**config.mk**
```make
export PLATFORM = sky130hd
export DESIGN_NAME = frame_egress
export DESIGN_NICKNAME = d
export VERILOG_FILES = /design/src/rtl/frame_egress_pkg.sv /design/src/rtl/egress_skid.sv /design/src/rtl/frame_egress.sv
export SDC_FILE = /design/constraint.sdc
export NUM_CORES = 1
export LEC_CHECK = 0
export ABC_CLOCK_PERIOD_IN_PS = 2880
export CAP_MARGIN = 20
export CORE_MARGIN = 5
export CORE_UTILIZATION = 51
export CTS_BUF_LIST = sky130_fd_sc_hd__clkbuf_8
export DETAILED_ROUTE_END_ITERATION = 12
export PLACE_DENSITY_LB_ADDON = 0.1
export SKIP_CTS_REPAIR_TIMING = 1
export SYNTH_ARGS = -nofsm -noshare
export SYNTH_HDL_FRONTEND = slang
export SYNTH_SLANG_ARGS = --single-unit
```
**constraint.sdc**
```tcl
create_clock -name i_clk -period 2.88 [get_ports i_clk]
set_clock_uncertainty 0.2 [all_clocks]
set_input_delay 0.576 -clock i_clk [delete_from_list [all_inputs] [get_ports i_clk]]
set_output_delay 0.576 -clock i_clk [all_outputs]
set_load 0.02 [all_outputs]
```
**src/rtl/frame_egress_pkg.sv**
```systemverilog
// Shared types for the frame egress reader: controller states and skid-buffer entries.
// Widths here are the defaults the top-level parameters track.
package frame_egress_pkg;

    localparam int EG_ADDR_W = 11;
    localparam int EG_DATA_W = 16;

    typedef enum logic [2:0] {
        ST_IDLE,
        ST_REWIND,
        ST_STREAM,
        ST_DRAIN,
        ST_DONE
    } eg_state_e;

    typedef struct packed {
        logic                 last;
        logic [EG_DATA_W-1:0] dat;
    } skid_entry_t;

endpackage

```
**src/rtl/egress_skid.sv**
```systemverilog
// Two-entry FIFO absorbing the frame buffer's one-cycle read latency; head is registered.
// Flush empties it at the next edge; the caller guarantees no push when full.
module egress_skid
    import frame_egress_pkg::*;
(
    input  logic        i_clk,
    input  logic        i_reset,
    input  logic        i_flush,
    input  logic        i_push,
    input  skid_entry_t i_push_ent,
    input  logic        i_pop,
    output skid_entry_t o_head,
    output logic [1:0]  o_occ
);

    skid_entry_t r_mem [2];
    logic        r_wr_idx;
    logic        r_rd_idx;
    logic [1:0]  r_occ;

    always_ff @(posedge i_clk) begin
        if (i_reset) begin
            r_mem[0] <= '0;
            r_mem[1] <= '0;
            r_wr_idx <= 1'b0;
            r_rd_idx <= 1'b0;
            r_occ    <= 2'd0;
        end else if (i_flush) begin
            r_wr_idx <= 1'b0;
            r_rd_idx <= 1'b0;
            r_occ    <= 2'd0;
        end else begin
            if (i_push) begin
                r_mem[r_wr_idx] <= i_push_ent;
                r_wr_idx        <= ~r_wr_idx;
            end
            if (i_pop) begin
                r_rd_idx <= ~r_rd_idx;
            end
            r_occ <= r_occ + {1'b0, i_push} - {1'b0, i_pop};
        end
    end

    assign o_head = r_mem[r_rd_idx];
    assign o_occ  = r_occ;

endmodule

```
**src/rtl/frame_egress.sv**
```systemverilog
// Rewinds the frame FIFO to a committed frame, reads it out and streams it as AXI-stream with tlast.
// First beat 4 cycles after tx_start; reads stall so that buffered plus in-flight words never exceed 2.
module frame_egress
    import frame_egress_pkg::*;
#(
    parameter int ADDR_WIDTH = EG_ADDR_W,
    parameter int DATA_WIDTH = EG_DATA_W
) (
    input  logic                  i_clk,
    input  logic                  i_reset,
    input  logic                  i_tx_start,
    input  logic [ADDR_WIDTH:0]   i_tx_start_ptr,
    input  logic [ADDR_WIDTH:0]   i_tx_end_ptr,
    input  logic                  i_tx_abort,
    output logic                  o_tx_busy,
    output logic                  o_tx_done,
    output logic                  o_tx_aborted,
    output logic                  o_frame_ren,
    output logic                  o_frame_rrst,
    output logic [ADDR_WIDTH:0]   o_frame_rst_rptr,
    input  logic [ADDR_WIDTH:0]   i_frame_rptr,
    input  logic [DATA_WIDTH+3:0] i_frame_rdata,
    output logic [DATA_WIDTH-1:0] o_egress_tdata,
    output logic                  o_egress_tvalid,
    output logic                  o_egress_tlast,
    input  logic                  i_egress_tready
);

    localparam int PW = ADDR_WIDTH + 1;

    eg_state_e     r_state;
    eg_state_e     w_next;
    logic [PW-1:0] r_start_ptr;
    logic [PW-1:0] r_end_ptr;
    logic [PW-1:0] r_len;
    logic [PW-1:0] r_issued;
    logic [PW-1:0] r_rcvd;
    logic          r_inflight;
    logic          r_aborted;

    logic          w_pop;
    logic          w_push;
    logic          w_abort;
    logic          w_ren;
    logic          w_rrst;
    logic          w_done;
    logic [PW-1:0] w_rst_rptr;
    logic [2:0]    w_fill;
    logic [1:0]    w_occ;
    skid_entry_t   w_head;
    skid_entry_t   w_push_ent;
    logic          w_unused_bits;

    // Read pointer is observed only for debug; rdata's top nibble is reserved.
    assign w_unused_bits = ^{i_frame_rdata[DATA_WIDTH+3:DATA_WIDTH], i_frame_rptr};

    assign o_egress_tvalid = (w_occ != 2'd0);
    assign w_pop           = o_egress_tvalid & i_egress_tready;
    assign w_abort         = i_tx_abort & (r_state inside {ST_REWIND, ST_STREAM, ST_DRAIN});
    assign w_push          = r_inflight & ~w_abort;
    // Words buffered after this edge if nothing new is read.
    assign w_fill          = {1'b0, w_occ} + {2'b0, r_inflight} - {2'b0, w_pop};
    assign w_push_ent      = '{last: (r_rcvd == r_len - PW'(1)),
                               dat:  i_frame_rdata[DATA_WIDTH-1:0]};

    always_comb begin
        w_next     = r_state;
        w_ren      = 1'b0;
        w_rrst     = 1'b0;
        w_rst_rptr = '0;
        w_done     = 1'b0;
        case (r_state)
            ST_IDLE: begin
                if (i_tx_start) w_next = ST_REWIND;
            end
            ST_REWIND: begin
                w_rrst     = 1'b1;
                w_rst_rptr = r_start_ptr;
                w_next     = (r_len == '0) ? ST_DONE : ST_STREAM;
            end
            ST_STREAM: begin
                if (r_issued == r_len) w_next = ST_DRAIN;
                else if (w_fill < 3'd2) w_ren = 1'b1;
            end
            ST_DRAIN: begin
                if (w_fill == 3'd0) w_next = ST_DONE;
            end
            ST_DONE: begin
                w_done = 1'b1;
                w_next = ST_IDLE;
            end
            default: w_next = ST_IDLE;
        endcase
        // Abort parks the FIFO read pointer past the frame so the buffer space is released.
        if (w_abort) begin
            w_ren      = 1'b0;
            w_rrst     = 1'b1;
            w_rst_rptr = r_end_ptr;
            w_next     = ST_DONE;
        end
    end

    always_ff @(posedge i_clk) begin
        if (i_reset) begin
            r_state     <= ST_IDLE;
            r_start_ptr <= '0;
            r_end_ptr   <= '0;
            r_len       <= '0;
            r_issued    <= '0;
            r_rcvd      <= '0;
            r_inflight  <= 1'b0;
            r_aborted   <= 1'b0;
        end else begin
            r_state    <= w_next;
            r_inflight <= w_ren;
            if (r_state == ST_IDLE && i_tx_start) begin
                r_start_ptr <= i_tx_start_ptr;
                r_end_ptr   <= i_tx_end_ptr;
                r_len       <= i_tx_end_ptr - i_tx_start_ptr;
                r_issued    <= '0;
                r_rcvd      <= '0;
                r_aborted   <= 1'b0;
            end
            if (w_ren)   r_issued  <= r_issued + PW'(1);
            if (w_push)  r_rcvd    <= r_rcvd + PW'(1);
            if (w_abort) r_aborted <= 1'b1;
        end
    end

    egress_skid u_skid (
        .i_clk      (i_clk),
        .i_reset    (i_reset),
        .i_flush    (w_abort),
        .i_push     (w_push),
        .i_push_ent (w_push_ent),
        .i_pop      (w_pop),
        .o_head     (w_head),
        .o_occ      (w_occ)
    );

    assign o_tx_busy        = (r_state != ST_IDLE);
    assign o_tx_done        = w_done;
    assign o_tx_aborted     = w_done & r_aborted;
    assign o_frame_ren      = w_ren;
    assign o_frame_rrst     = w_rrst;
    assign o_frame_rst_rptr = w_rst_rptr;
    assign o_egress_tdata   = o_egress_tvalid ? w_head.dat : '0;
    assign o_egress_tlast   = o_egress_tvalid & w_head.last;

endmodule
```
# Word level (Yosys, flattened, before mapping)
# Memories as Yosys holds them, arrays and structs flattened. A register that Yosys moved wholly into a read port is not among the register bits.
# Index checks and enable logic that the tools add are counted.
dict set report word_totals {
  register_bits 69
  latchBits 0
  ram_bits 34
  mem_bits_ro 0
  inputBits 61
  output_inout_bits 35
  word_cells 88
  n_memories 1
}
# memory depth word_bits rd rd_ports_with_merged_regs write_ports line_no
set mem_list {}
lappend mem_list {u_skid.r_mem 2 17 1 1 2 egress_skid.sv:16} ;# skid_entry_t r_mem [2];
dict set report op_classes {
  add_sub_neg 8
  mul 0
  n_div 0
  order_cmp 1
  eq_ne 12
  shifts 0
  mux 32
  bitwise 8
  n_reduce_logical 14
}
# op n
set op_table {}
lappend op_table {{two-way mux 12 bit} 5}
lappend op_table {{adder 12 x 1 -> 12 bit (second input constant)} 2}
lappend op_table {{== test 12 bit} 2}
lappend op_table {{two-way mux 1 bit} 19}
lappend op_table {{two-way mux 17 bit} 1}
lappend op_table {{OR reduction 17 bit} 1}
lappend op_table {{two-way mux 16 bit} 1}
lappend op_table {{two-way mux 3 bit} 5}
lappend op_table {{logical NOT 12 bit} 1}
lappend op_table {{one-hot mux 3 bit (4 select lines)} 1}
lappend op_table {{subtractor 12 x 1 -> 12 bit (second input constant)} 1}
lappend op_table {{subtractor 12 bit} 1}
lappend op_table {{nonzero test 2 bit} 4}
lappend op_table {{== test 3 x 2 -> 1 bit (second input constant)} 2}
lappend op_table {{logical NOT 3 bit} 2}
lappend op_table {{!= test 3 x 2 -> 1 bit (second input constant)} 2}
lappend op_table {{AND reduction 3 bit} 2}
lappend op_table {{nonzero test 3 bit} 2}
lappend op_table {{bitwise AND 1 bit} 5}
lappend op_table {{!= test 2 x 1 -> 1 bit (second input constant)} 2}
lappend op_table {{adder 2 x 1 -> 3 bit} 1}
lappend op_table {{== test 3 x 1 -> 1 bit (second input constant)} 1}
lappend op_table {{== test 3 bit (second input constant)} 1}
lappend op_table {{< comparator 3 x 2 -> 1 bit (second input constant)} 1}
lappend op_table {{other kinds (8)} 10}

# Depth between registers and ports, before layout
# Gate-level depths: netlist of run 1.
dict set report logic_depth {
  ltp_word 11
  depth_mapped 11
}

# Cells and area by module
# From an unflattened synthesis of run 1, not the netlist that was laid out.
dict set report unflattened {
  hier_cells 649
  area_unflattened_um2 5893.2
}
# module n_inst cells_each area_per_inst_um2
set modules_own_cells {}
lappend modules_own_cells {frame_egress 1 533 4092.7}
lappend modules_own_cells {egress_skid 1 116 1800.5}

# Least setup slack after synthesis of run 1
# OpenSTA, ideal clock, no wires.
dict set report synth_path {
  kind {input port to flip-flop}
  from {input i_tx_abort}
  to {memory u_skid.r_mem[0][0] in the netlist's numbering (enable)}
  arrival_time_ps 2409
  setup_slack_ps -143
  cell_stages 4
  cell_sequence {and2b_1 -> a21o_1 -> clkbuf_1 -> o21ai_0}
}
# item line_no
set synth_lines {}
lappend synth_lines {{from (decl)} frame_egress.sv:14} ;# input logic i_tx_abort,
lappend synth_lines {{to (decl)} egress_skid.sv:16}

# Worst setup path after layout of run 1
dict set report layout_path {
  from {register u_skid.r_occ[0] (netlist: u_skid.o_occ[0])}
  to {output o_frame_ren}
}
dict set report layout_between {
  elab_chain_len 8
  elab_cells_between_ends 9
  cone_classes {2 x add/sub; 1 x order compare; 4 x mux; 1 x bitwise; 1 x reduce/logical}
}
# item line_no
set layout_lines {}
lappend layout_lines {{from (decl)} egress_skid.sv:19} ;# logic [1:0] r_occ;
lappend layout_lines {{from (signal assigned)} egress_skid.sv:40} ;# r_occ <= r_occ + {1'b0, i_push} - {1'b0, i_pop};
lappend layout_lines {{branches (longest 2 deep; another with adder 2 x 1 -> 3 bit)} --}
lappend layout_lines {{subtractor 3 x 1 -> 3 bit *} frame_egress.sv:62} ;# assign w_fill = {1'b0, w_occ} + {2'b0, r_inflight} - {2'b0, w_pop};
lappend layout_lines {{< comparator 3 x 2 -> 1 bit *} frame_egress.sv:83} ;# else if (w_fill < 3'd2) w_ren = 1'b1;
lappend layout_lines {{two-way mux 1 bit *} frame_egress.sv:83}
lappend layout_lines {{two-way mux 1 bit *} frame_egress.sv:82} ;# if (r_issued == r_len) w_next = ST_DRAIN;
lappend layout_lines {{two-way mux 1 bit *} frame_egress.sv:72} ;# case (r_state)
lappend layout_lines {{two-way mux 1 bit *} frame_egress.sv:95} ;# if (w_abort) begin
lappend layout_lines {{to (decl)} frame_egress.sv:18} ;# output logic o_frame_ren,
# Every way passes the cells marked *.

==> impl_metrics.yaml, run 1 <==
run_status:
  run_status: "completed"
die:
  die_height_um: 119
  rows: 39
  ios: 96
  floorplan.initialDensity_pct: 52.5
  die_area_um2: 14100
  floorplan_core_area_um2: 11500
  die_w_um: 119
logic_synthesis:
  synth-seq-area-share_pct: 40.1
  synth-warning-count: 0
  yosys-top-cells-count: "70 x dfxtp_1, 70 x nand2_1, 51 x nor2_1"
  ys.flop_type: "dfxtp_1"
  netlist_area_um2: 6040
  synth_enable_flop_cells: 34
  synth.avg_cell_area_um2: 9.18
  post_synth_num_cell_types: 74
  ys_seq_elements: 104
  dominant_cells_by_area_after_synthesis: "dfxtp_1 23%, edfxtp_1 17%, and2_1 4.3%"
  netlist.top_cell.by_area: "dfxtp_1"
  synth_fp_nets: 737
  postSynthCellCount: 658
  synth_top_cell_area_share_pct: 23.2
  synth-async-reset-ratio_pct: 0
sta:
  max_freq_mhz: 348
  setup_violations: 0
  timing_max_transition_violations_final: 0
  min_period_ns: 2.88
  hold_viol: 0
  post-route-worst-setup-slack_ns: 0.00298
  worst_slew_pin_slew_ns: 0.603
  worst_slew_margin_relative_to_its_limit_pct: 59.5
  fin_crit_sh_pct: 99.9
  grt_setup_unrepaired: "true"
critical_path:
  timing.critical_path.to: "o_frame_ren"
  worstPathRequired_ns: 2.10
  critical_path.startpoint_type: "flop"
  worst_path_maximum_fanout: 2
  critical_path.reg2reg.endpoint: "r_state[2]"
  regToRegStartpoint: "u_skid.o_occ[0]"
  critical_path_class: "flop to output pin"
  worst_r2r_path_depth: 10
  timing.reg2reg.setup_slack_ns: 0.35
  end_kind: "output pin"
  critical_path_arrival_ns: 2.10
  cp-startpoint: "u_skid.o_occ[0]"
global_routing:
  gr-usage-all-layers_pct: 20.7
  grt_pass1_wl_mm: 24.3
  gr_met2_demand_resource_pct: 35.3
  globalRouteMet3Util_pct: 4.98
  grt_most_used_layer: "met2"
  grt_antenna_before_repair: 0
  grt_start_max_net_pins: 42
  global_route.overflow_total: 0
  first_global_vias: 5062
  met1_usage_pct: 26.4
drt:
  drtPass1Iterations: 5
  detail_route.wl_per_cell_um: 16.0
  drc_errors: 0
  route.vias.total: 5107
  routed_via_density: 5.64
  first_iter_violations: 339
  detail_route.wirelength_mm: 14.5
  postRouteAntennaNets: 0
power:
  max-vdd-ir-drop_mv: 0.509
  pwr_density_cell_nw_per_um2: 759
  power_leakage_nw: 3.27
  report.power.total_w: 0.00562
layout:
  layout.cells.non_filler: 906
  fill_cells: 988
  fraction_of_the_core_area_covered_by_cells_at_the_end_of_the_flow_pct: 64.3
  final_layout_size_suffix_gt1_share_pct: 13.0
  final_design_area_no_fill_um2: 7400
  sequential_cell_area_um2: 2430
  syn2layout_area_growth_pct: 22.6
  antennaDiodeCount: 0
  multi_input_comb_area_um2: 3290
  finalNetCount: 837
worst_hold_path:
  timing.hold.worst.class: "flop to flop"
placement:
  number_of_cells_after_detailed_placement: 885
  post_dp_cell_area_um2: 7130
  pre_cts_ws_ns: -0.917
  dpl.hpwl_mm: 10.6
  io_buffers: 79
  place.gp.congestion: 0.837
clock_network:
  tritoncts_num_sinks: 104
  cts-htree-levels: 3
  tritoncts.num_buffers: 9
  clock_tree.buffer_depth: 2
  clk_transition_reported_paths_ns: 0.09
  clock_insertion_delay_worst_skew_ns: 0.38
  cts_root_buf: "clkbuf_8"
  cts_tree: "built"
flow_run:
  count_of_max_cap_constraint_violations: 0
## worst min-delay path by stage
stage              startpoint              to  cells after the start
3_5_place_dp   r_start_ptr[3]  r_start_ptr[3]                      2
5_1_grt        r_start_ptr[3]  r_start_ptr[3]                      2
4_1_cts        r_start_ptr[6]  r_start_ptr[6]                      2
6_report       r_start_ptr[9]  r_start_ptr[9]                      2
3_3_place_gp   r_start_ptr[7]  r_start_ptr[7]                      2
2_1_floorplan  r_start_ptr[0]  r_start_ptr[0]                      2
## cell usage in the layout (no fill, tap or decap), types with 11 or more instances in the layout
| cell | synthesis | routed |
|---|---|---|
| clkdlybuf4s50_1 | 0 | 62 |
| nor3_1 | 20 | 20 |
| xnor2_1 | 15 | 14 |
| ha_1 | 16 | 15 |
| nand3_1 | 14 | 14 |
| o21ai_0 | 13 | 12 |
| and2_1 | 42 | 42 |
| xor2_1 | 20 | 20 |
| a21o_1 | 11 | 11 |
| a22o_1 | 17 | 17 |
| a21oi_1 | 48 | 48 |
| nand2_1 | 70 | 70 |
| inv_1 | 20 | 23 |
| edfxtp_1 | 34 | 34 |
| buf_4 | 3 | 49 |
| dfxtp_1 | 70 | 66 |
| dlymetal6s2s_1 | 0 | 14 |
| o21a_1 | 11 | 11 |
| mux2i_1 | 18 | 18 |
| nor2_1 | 51 | 50 |
## layer usage
metal	routed length [um]	vias up
met4	204	0
met1	6620	2435
met5	0	-
met2	7120	109
li1	-	2549
met3	589	14
## stage by stage
step	setup TNS (ns)	hold slack, ns
2_1_floorplan	0	0.236
3_3_place_gp	-8.66	0.241
3_5_place_dp	-9.98	0.249
6_report	0	0.257
4_1_cts	-4.30	0.262
5_1_grt	-0.170	0.293
## power by group
part / leakage, nW / internal [W] / total (W) / switching, W
clock network: 0.106 / 0.000415 / 0.000911 / 0.000496
logic: 2.24 / 0.00123 / 0.00279 / 0.00156
registers: 0.924 / 0.00174 / 0.00192 / 0.000177
total: 3.27 / 0.00339 / 0.00562 / 0.00223
## state kept, by name, summed over array words and instances (netlist names), named ones only
signal,count
r_end_ptr,12
r_start_ptr,12
r_state,3
r_rcvd,12
r_aborted,1
u_skid.r_rd_idx,1
r_inflight,1
u_skid.r_wr_idx,1
u_skid.o_occ,2
r_issued,12
u_skid.r_mem,34
r_len,12
## cell type report
type | count | share of cell area (%)
multi-input combinational | 490 | 44.4
clock buffer | 10 | 1.86
timing repair buffer | 130 | 16.7
clock inverter | 6 | 0.727
tap | 143 | 2.42
sequential | 104 | 32.8
inverter | 23 | 1.17
## critical path, cell delays in order (launching register included)
cell and delay, ns:
dfxtp_2 0.35, mux2i_1 0.20, ha_2 0.19, inv_1 0.05
fa_2 0.35, xnor2_2 0.17, nand4_1 0.17, nor2_2 0.11
buf_4 0.14
## cells by family (layout without fill, tap and decap cells)
logic type	count (synthesis)	in the layout	synth area share (%)
AOI/OAI and AO/OA	149	149	17.7
xor gates and xnor gates	35	35	5.07
adders and majority gates	18	18	3.98
buffers and inverters	64	169	5.76
DFF	104	104	40.1
muxes	21	21	3.54
and+or+nand+nor	267	267	23.9
(Power assumes the default switching activity.)
==> inputs of run 2 (changes only) <==
ABC_CLOCK_PERIOD_IN_PS = 3700   (was 2880)
CORE_UTILIZATION = 60   (was 51)
clock period = 3.7 ns   (was 2.88 ns; I/O delays follow)
==> impl_metrics.yaml, run 2 (synthesis gave the netlist of run 1 again) <==
flow_run:
  count_of_max_cap_constraint_violations: 0
critical_path:
  end_kind: "output pin"
  critical_path_class: "input pin to output pin"
  critical_path.reg2reg.endpoint: "r_issued[1]"
  worst_path_maximum_fanout: 13
  timing.reg2reg.setup_slack_ns: 0.84
  worst_r2r_path_depth: 13
  worstPathRequired_ns: 2.76
  critical_path.startpoint_type: "input pin"
  regToRegStartpoint: "u_skid.o_occ[1]"
  critical_path_arrival_ns: 2.62
sta:
  grt_setup_unrepaired: "false"
  max_freq_mhz: 281
  timing_max_transition_violations_final: 0
  setup_violations: 0
  post-route-worst-setup-slack_ns: 0.140
  worst_slew_pin_slew_ns: 0.725
  hold_viol: 0
  min_period_ns: 3.56
  fin_crit_sh_pct: 96.2
  worst_slew_margin_relative_to_its_limit_pct: 51.5
drt:
  route.vias.total: 5060
  drtPass1Iterations: 5
  routed_via_density: 5.86
  postRouteAntennaNets: 0
  detail_route.wl_per_cell_um: 15.7
  first_iter_violations: 361
  detail_route.wirelength_mm: 13.6
  drc_errors: 0
placement:
  dpl.hpwl_mm: 9.91
  place.gp.congestion: 0.863
  pre_cts_ws_ns: -0.394
  post_dp_cell_area_um2: 6870
  io_buffers: 79
layout:
  syn2layout_area_growth_pct: 17.2
  fraction_of_the_core_area_covered_by_cells_at_the_end_of_the_flow_pct: 72.1
  final_design_area_no_fill_um2: 7080
  final_layout_size_suffix_gt1_share_pct: 8.76
  finalNetCount: 805
  regMostFlops: "u_skid.r_mem"
  layout_common_cells: "76 x clkdlybuf4s50_1, 70 x nand2_1, 70 x dfxtp_1, 51 x nor2_1, 48 x a21oi_1"
  fill_cells: 779
  antennaDiodeCount: 0
  layout_commonest_cell: "clkdlybuf4s50_1"
  largest_register_ff_count: 34
worst_hold_path:
  timing.hold.worst.class: "flop to flop"
  hold_path_depth: 2
  worstHoldEndpoint: "r_start_ptr[3]"
  hold_start: "r_start_ptr[3]"
global_routing:
  globalRouteMet3Util_pct: 5.53
  gr_met2_demand_resource_pct: 40.9
  grt_start_max_net_pins: 48
  met1_usage_pct: 29.9
  grt_most_used_layer: "met2"
  grt_pass1_wl_mm: 23.1
  grt_antenna_before_repair: 0
  global_route.overflow_total: 0
  gr-usage-all-layers_pct: 23.9
  first_global_vias: 5010
clock_network:
  clock_insertion_delay_worst_skew_ns: 0.39
  tritoncts_num_sinks: 104
  clk_transition_reported_paths_ns: 0.11
  cts_root_buf: "clkbuf_8"
  cts-htree-levels: 3
  cts_tree: "built"
  tritoncts.num_buffers: 9
  clock_tree.buffer_depth: 2
die:
  die_area_um2: 12200
  ios: 96
  floorplan_core_area_um2: 9820
  rows: 36
  die_height_um: 110
  die_w_um: 110
  floorplan.initialDensity_pct: 61.5
power:
  max-vdd-ir-drop_mv: 0.407
  report.power.total_w: 0.00419
  power_leakage_nw: 2.85
  pwr_density_cell_nw_per_um2: 591
run_status:
  run_status: "completed"
[run 2: changes by cell type in the layout (fill, tap and decap cells not counted), sizes merged]
cell,change
buf,-33
clkdlybuf4s50,+14
dlymetal6s2s,-13
clkinv,+2
bufinv,-1
clkbuf,-1
clkinvlp,-1
inv,+1
[run 2: metrics by stage]
stage | hold slack [ns] | cells | setup TNS [ns]
after global placement | 0.242 | 846 | -0.337
after global routing | 0.277 | 864 | 0
after CTS | 0.262 | 863 | -0.408
after floorplan | 0.236 | 658 | 0
final | 0.261 | 864 | 0
after detailed placement | 0.247 | 847 | -0.394
[run 2: worst max path at each step]
stage | from | end | slack (ns) | cells after the start
3_5_place_dp | i_egress_tready | o_frame_ren | -0.39 | 10
4_1_cts | i_egress_tready | o_frame_ren | -0.41 | 10
3_3_place_gp | i_egress_tready | o_frame_ren | -0.34 | 10
5_1_grt | i_tx_abort | o_frame_rst_rptr[10] | 0.07 | 5
6_report | i_tx_abort | o_frame_rst_rptr[10] | 0.14 | 5
2_1_floorplan | i_egress_tready | o_frame_ren | 0.48 | 8
[run 2: worst max-delay path, cell delays in order]
cell             delay (ns)
clkdlybuf4s50_1        0.60
and2b_1                0.18
and2_4                 0.26
a22o_1                 0.20
clkdlybuf4s50_1        0.62
[run 2: power breakdown]
group | switching (W) | internal, W | total (W) | leakage [nW]
Combinational | 0.00109 | 0.000842 | 0.00193 | 1.83
Sequential | 0.000200 | 0.00135 | 0.00155 | 0.922
Clock | 0.000437 | 0.000265 | 0.000701 | 0.0995
[run 2: final cells by class]
cell class	instances	area (um^2)	share of cell area, %
clock inverters	7	71.3	1.01
flip-flops and latches	104	2420	34.2
multi-input cells	490	3280	46.4
well taps	133	166	2.35
repair buffers	98	928	13.1
inverters	23	86.3	1.22
clock buffers	9	124	1.75
[run 2: layer usage]
layer  vias to the layer above  routed length [um]
li1                       2487                   -
met1                      2403                5910
met2                       144                6700
met3                        26                 715
met4                         0                 267
met5                         -                   0
==> inputs of run 3 (changes only) <==
--- a/config.mk
+++ b/config.mk
@@ -9,5 +9,5 @@
 export CAP_MARGIN = 20
 export CORE_MARGIN = 5
-export CORE_UTILIZATION = 60
+export CORE_UTILIZATION = 35
 export CTS_BUF_LIST = sky130_fd_sc_hd__clkbuf_8
 export DETAILED_ROUTE_END_ITERATION = 12
--- a/constraint.sdc
+++ b/constraint.sdc
@@ -3,3 +3,3 @@
 set_input_delay 0.74 -clock i_clk [delete_from_list [all_inputs] [get_ports i_clk]]
 set_output_delay 0.74 -clock i_clk [all_outputs]
-set_load 0.02 [all_outputs]
+set_load 0.1 [all_outputs]
==> impl_metrics.yaml, run 3 (synthesis gave the netlist of run 1 again) <==
drt:
  drc_errors: 0
  drtPass1Iterations: 5
  postRouteAntennaNets: 0
  route.vias.total: 4964
  routed_via_density: 5.19
  detail_route.wirelength_mm: 14.6
  detail_route.wl_per_cell_um: 15.3
  first_iter_violations: 207
global_routing:
  grt_antenna_before_repair: 0
  grt_pass1_wl_mm: 23.8
  global_route.overflow_total: 0
  first_global_vias: 4797
  grt_start_max_net_pins: 61
  gr-usage-all-layers_pct: 14.6
critical_path:
  critical_path_arrival_ns: 2.42
  critical_path_class: "flop to output pin"
  worst_r2r_path_depth: 13
  worstPathRequired_ns: 2.76
  regToRegStartpoint: "u_skid.o_occ[1]"
  end_kind: "output pin"
  critical_path.reg2reg.endpoint: "r_issued[3]"
  timing.reg2reg.setup_slack_ns: 0.89
  worst_path_maximum_fanout: 5
  timing.critical_path.buf_inv: 2
  cpLargestDelayFamily: "adder cells"
  critical_path.startpoint_type: "flop"
  cp_slowest_cell: "fa_2"
  slowest_delay_ns: 0.53
  cell_chain_of_the_critical_path: "nand2_1 > mux2i_1 > ha_1 > inv_1 > fa_2 > nand4_1 > nor2_4 > buf_12"
layout:
  fraction_of_the_core_area_covered_by_cells_at_the_end_of_the_flow_pct: 42.6
  layout_common_cells: "70 x nand2_1, 70 x dfxtp_1, 50 x nor2_1, 48 x a21oi_1"
  regMostFlops: "u_skid.r_mem"
  sequential_cell_area_um2: 2420
  largest_register_ff_count: 34
  multi_input_comb_area_um2: 3290
  final_layout_size_suffix_gt1_share_pct: 13.4
  syn2layout_area_growth_pct: 20.7
  antennaDiodeCount: 0
  finalNetCount: 805
  fill_cells: 1693
sta:
  post-route-worst-setup-slack_ns: 0.342
  max_freq_mhz: 298
  hold_viol: 0
  min_period_ns: 3.36
  timing_max_transition_violations_final: 0
  fin_tns_setup_ns: 0
  worst_slew_pin_slew_ns: 0.705
  fin_crit_sh_pct: 90.8
  setup_violations: 0
  worst_slew_margin_relative_to_its_limit_pct: 53.0
  grt_setup_unrepaired: "false"
placement:
  pre_cts_ws_ns: -0.0583
  place.gp.congestion: 0.812
  io_buffers: 79
  dpl.hpwl_mm: 10.5
worst_hold_path:
  hold_start: "r_start_ptr[8]"
  hold_path_depth: 2
  timing.hold.worst.class: "flop to flop"
  worstHoldEndpoint: "r_start_ptr[8]"
die:
  floorplan.initialDensity_pct: 35.3
  rows: 48
  die_w_um: 141
  die_height_um: 141
  floorplan_core_area_um2: 17100
  die_area_um2: 20000
  ios: 96
clock_network:
  cts_tree: "built"
  clk_transition_reported_paths_ns: 0.10
  clock_tree.buffer_depth: 2
  tritoncts_num_sinks: 104
  clock_insertion_delay_worst_skew_ns: 0.38
  cts-htree-levels: 3
  cts_root_buf: "clkbuf_8"
  tritoncts.num_buffers: 9
flow_run:
  count_of_max_cap_constraint_violations: 0
power:
  report.power.total_w: 0.00490
  power_leakage_nw: 2.96
  max-vdd-ir-drop_mv: 0.413
  pwr_density_cell_nw_per_um2: 671
run_status:
  run_status: "completed"
[run 3: cell count changes in the layout (fill, tap and decap cells not counted)]
| cell | delta |
|---|---|
| buf_12 | +14 |
| buf_4 | +20 |
| clkdlybuf4s50_1 | -34 |
| clkinv_4 | -2 |
| ha_1 | +1 |
| ha_2 | -1 |
| inv_1 | +1 |
| inv_6 | +1 |
| nor2_1 | -1 |
| nor2_4 | +1 |
| nor3_1 | -1 |
| nor3_2 | +1 |
[run 3: worst max-delay path by stage]
stage                     from     endpoint  slack [ns]  depth (start not counted)
2_1_floorplan  i_egress_tready  o_frame_ren        0.22                          8
3_3_place_gp   i_egress_tready  o_frame_ren       -0.04                         10
3_5_place_dp   i_egress_tready  o_frame_ren       -0.06                         10
4_1_cts        i_egress_tready  o_frame_ren       -0.07                         10
5_1_grt        u_skid.o_occ[1]  o_frame_ren        0.20                          8
6_report       u_skid.o_occ[1]  o_frame_ren        0.34                          8
[run 3: worst register-to-register path: stages, from the launching register on]
cell and delay, ns:
dfxtp_1 0.50, nand2_1 0.11, mux2i_1 0.14, ha_1 0.16, inv_1 0.05, fa_2 0.34, xnor2_2 0.15, buf_4 0.13
buf_4 0.10, nand3_1 0.12, nor4_4 0.41, nand2_2 0.12, inv_2 0.11, a22o_1 0.12
[run 3: area by class of cell]
type | instances | area share, %
Clock inverter | 7 | 0.909
Tap cell | 225 | 3.86
Multi-Input combinational cell | 490 | 45.2
Timing Repair Buffer | 98 | 14.0
Clock buffer | 9 | 1.70
Inverter | 23 | 1.18
Sequential cell | 104 | 33.2
[run 3: stage by stage]
stage                     hold slack, ns  cells  instance area (um^2)
after global placement             0.242    939                  7080
after global routing               0.282    956                  7290
after CTS                          0.262    955                  7270
after floorplan                    0.236    658                  6050
after detailed placement           0.246    939                  7080
final                              0.262    956                  7290
[run 3: metal layers]
layer | global-route usage, % | vias up | routed length (um)
met3 | 2.70 | 18 | 634
met5 | 0 | - | 0
met2 | 23.3 | 103 | 6680
met4 | 5.51 | 0 | 292
met1 | 19.7 | 2354 | 7000
li1 | - | 2489 | -
[run 3: power breakdown]
| part | internal, W | switching, W |
|---|---|---|
| registers | 0.00135 | 0.000218 |
| logic | 0.000867 | 0.00175 |
| clock network | 0.000263 | 0.000451 |
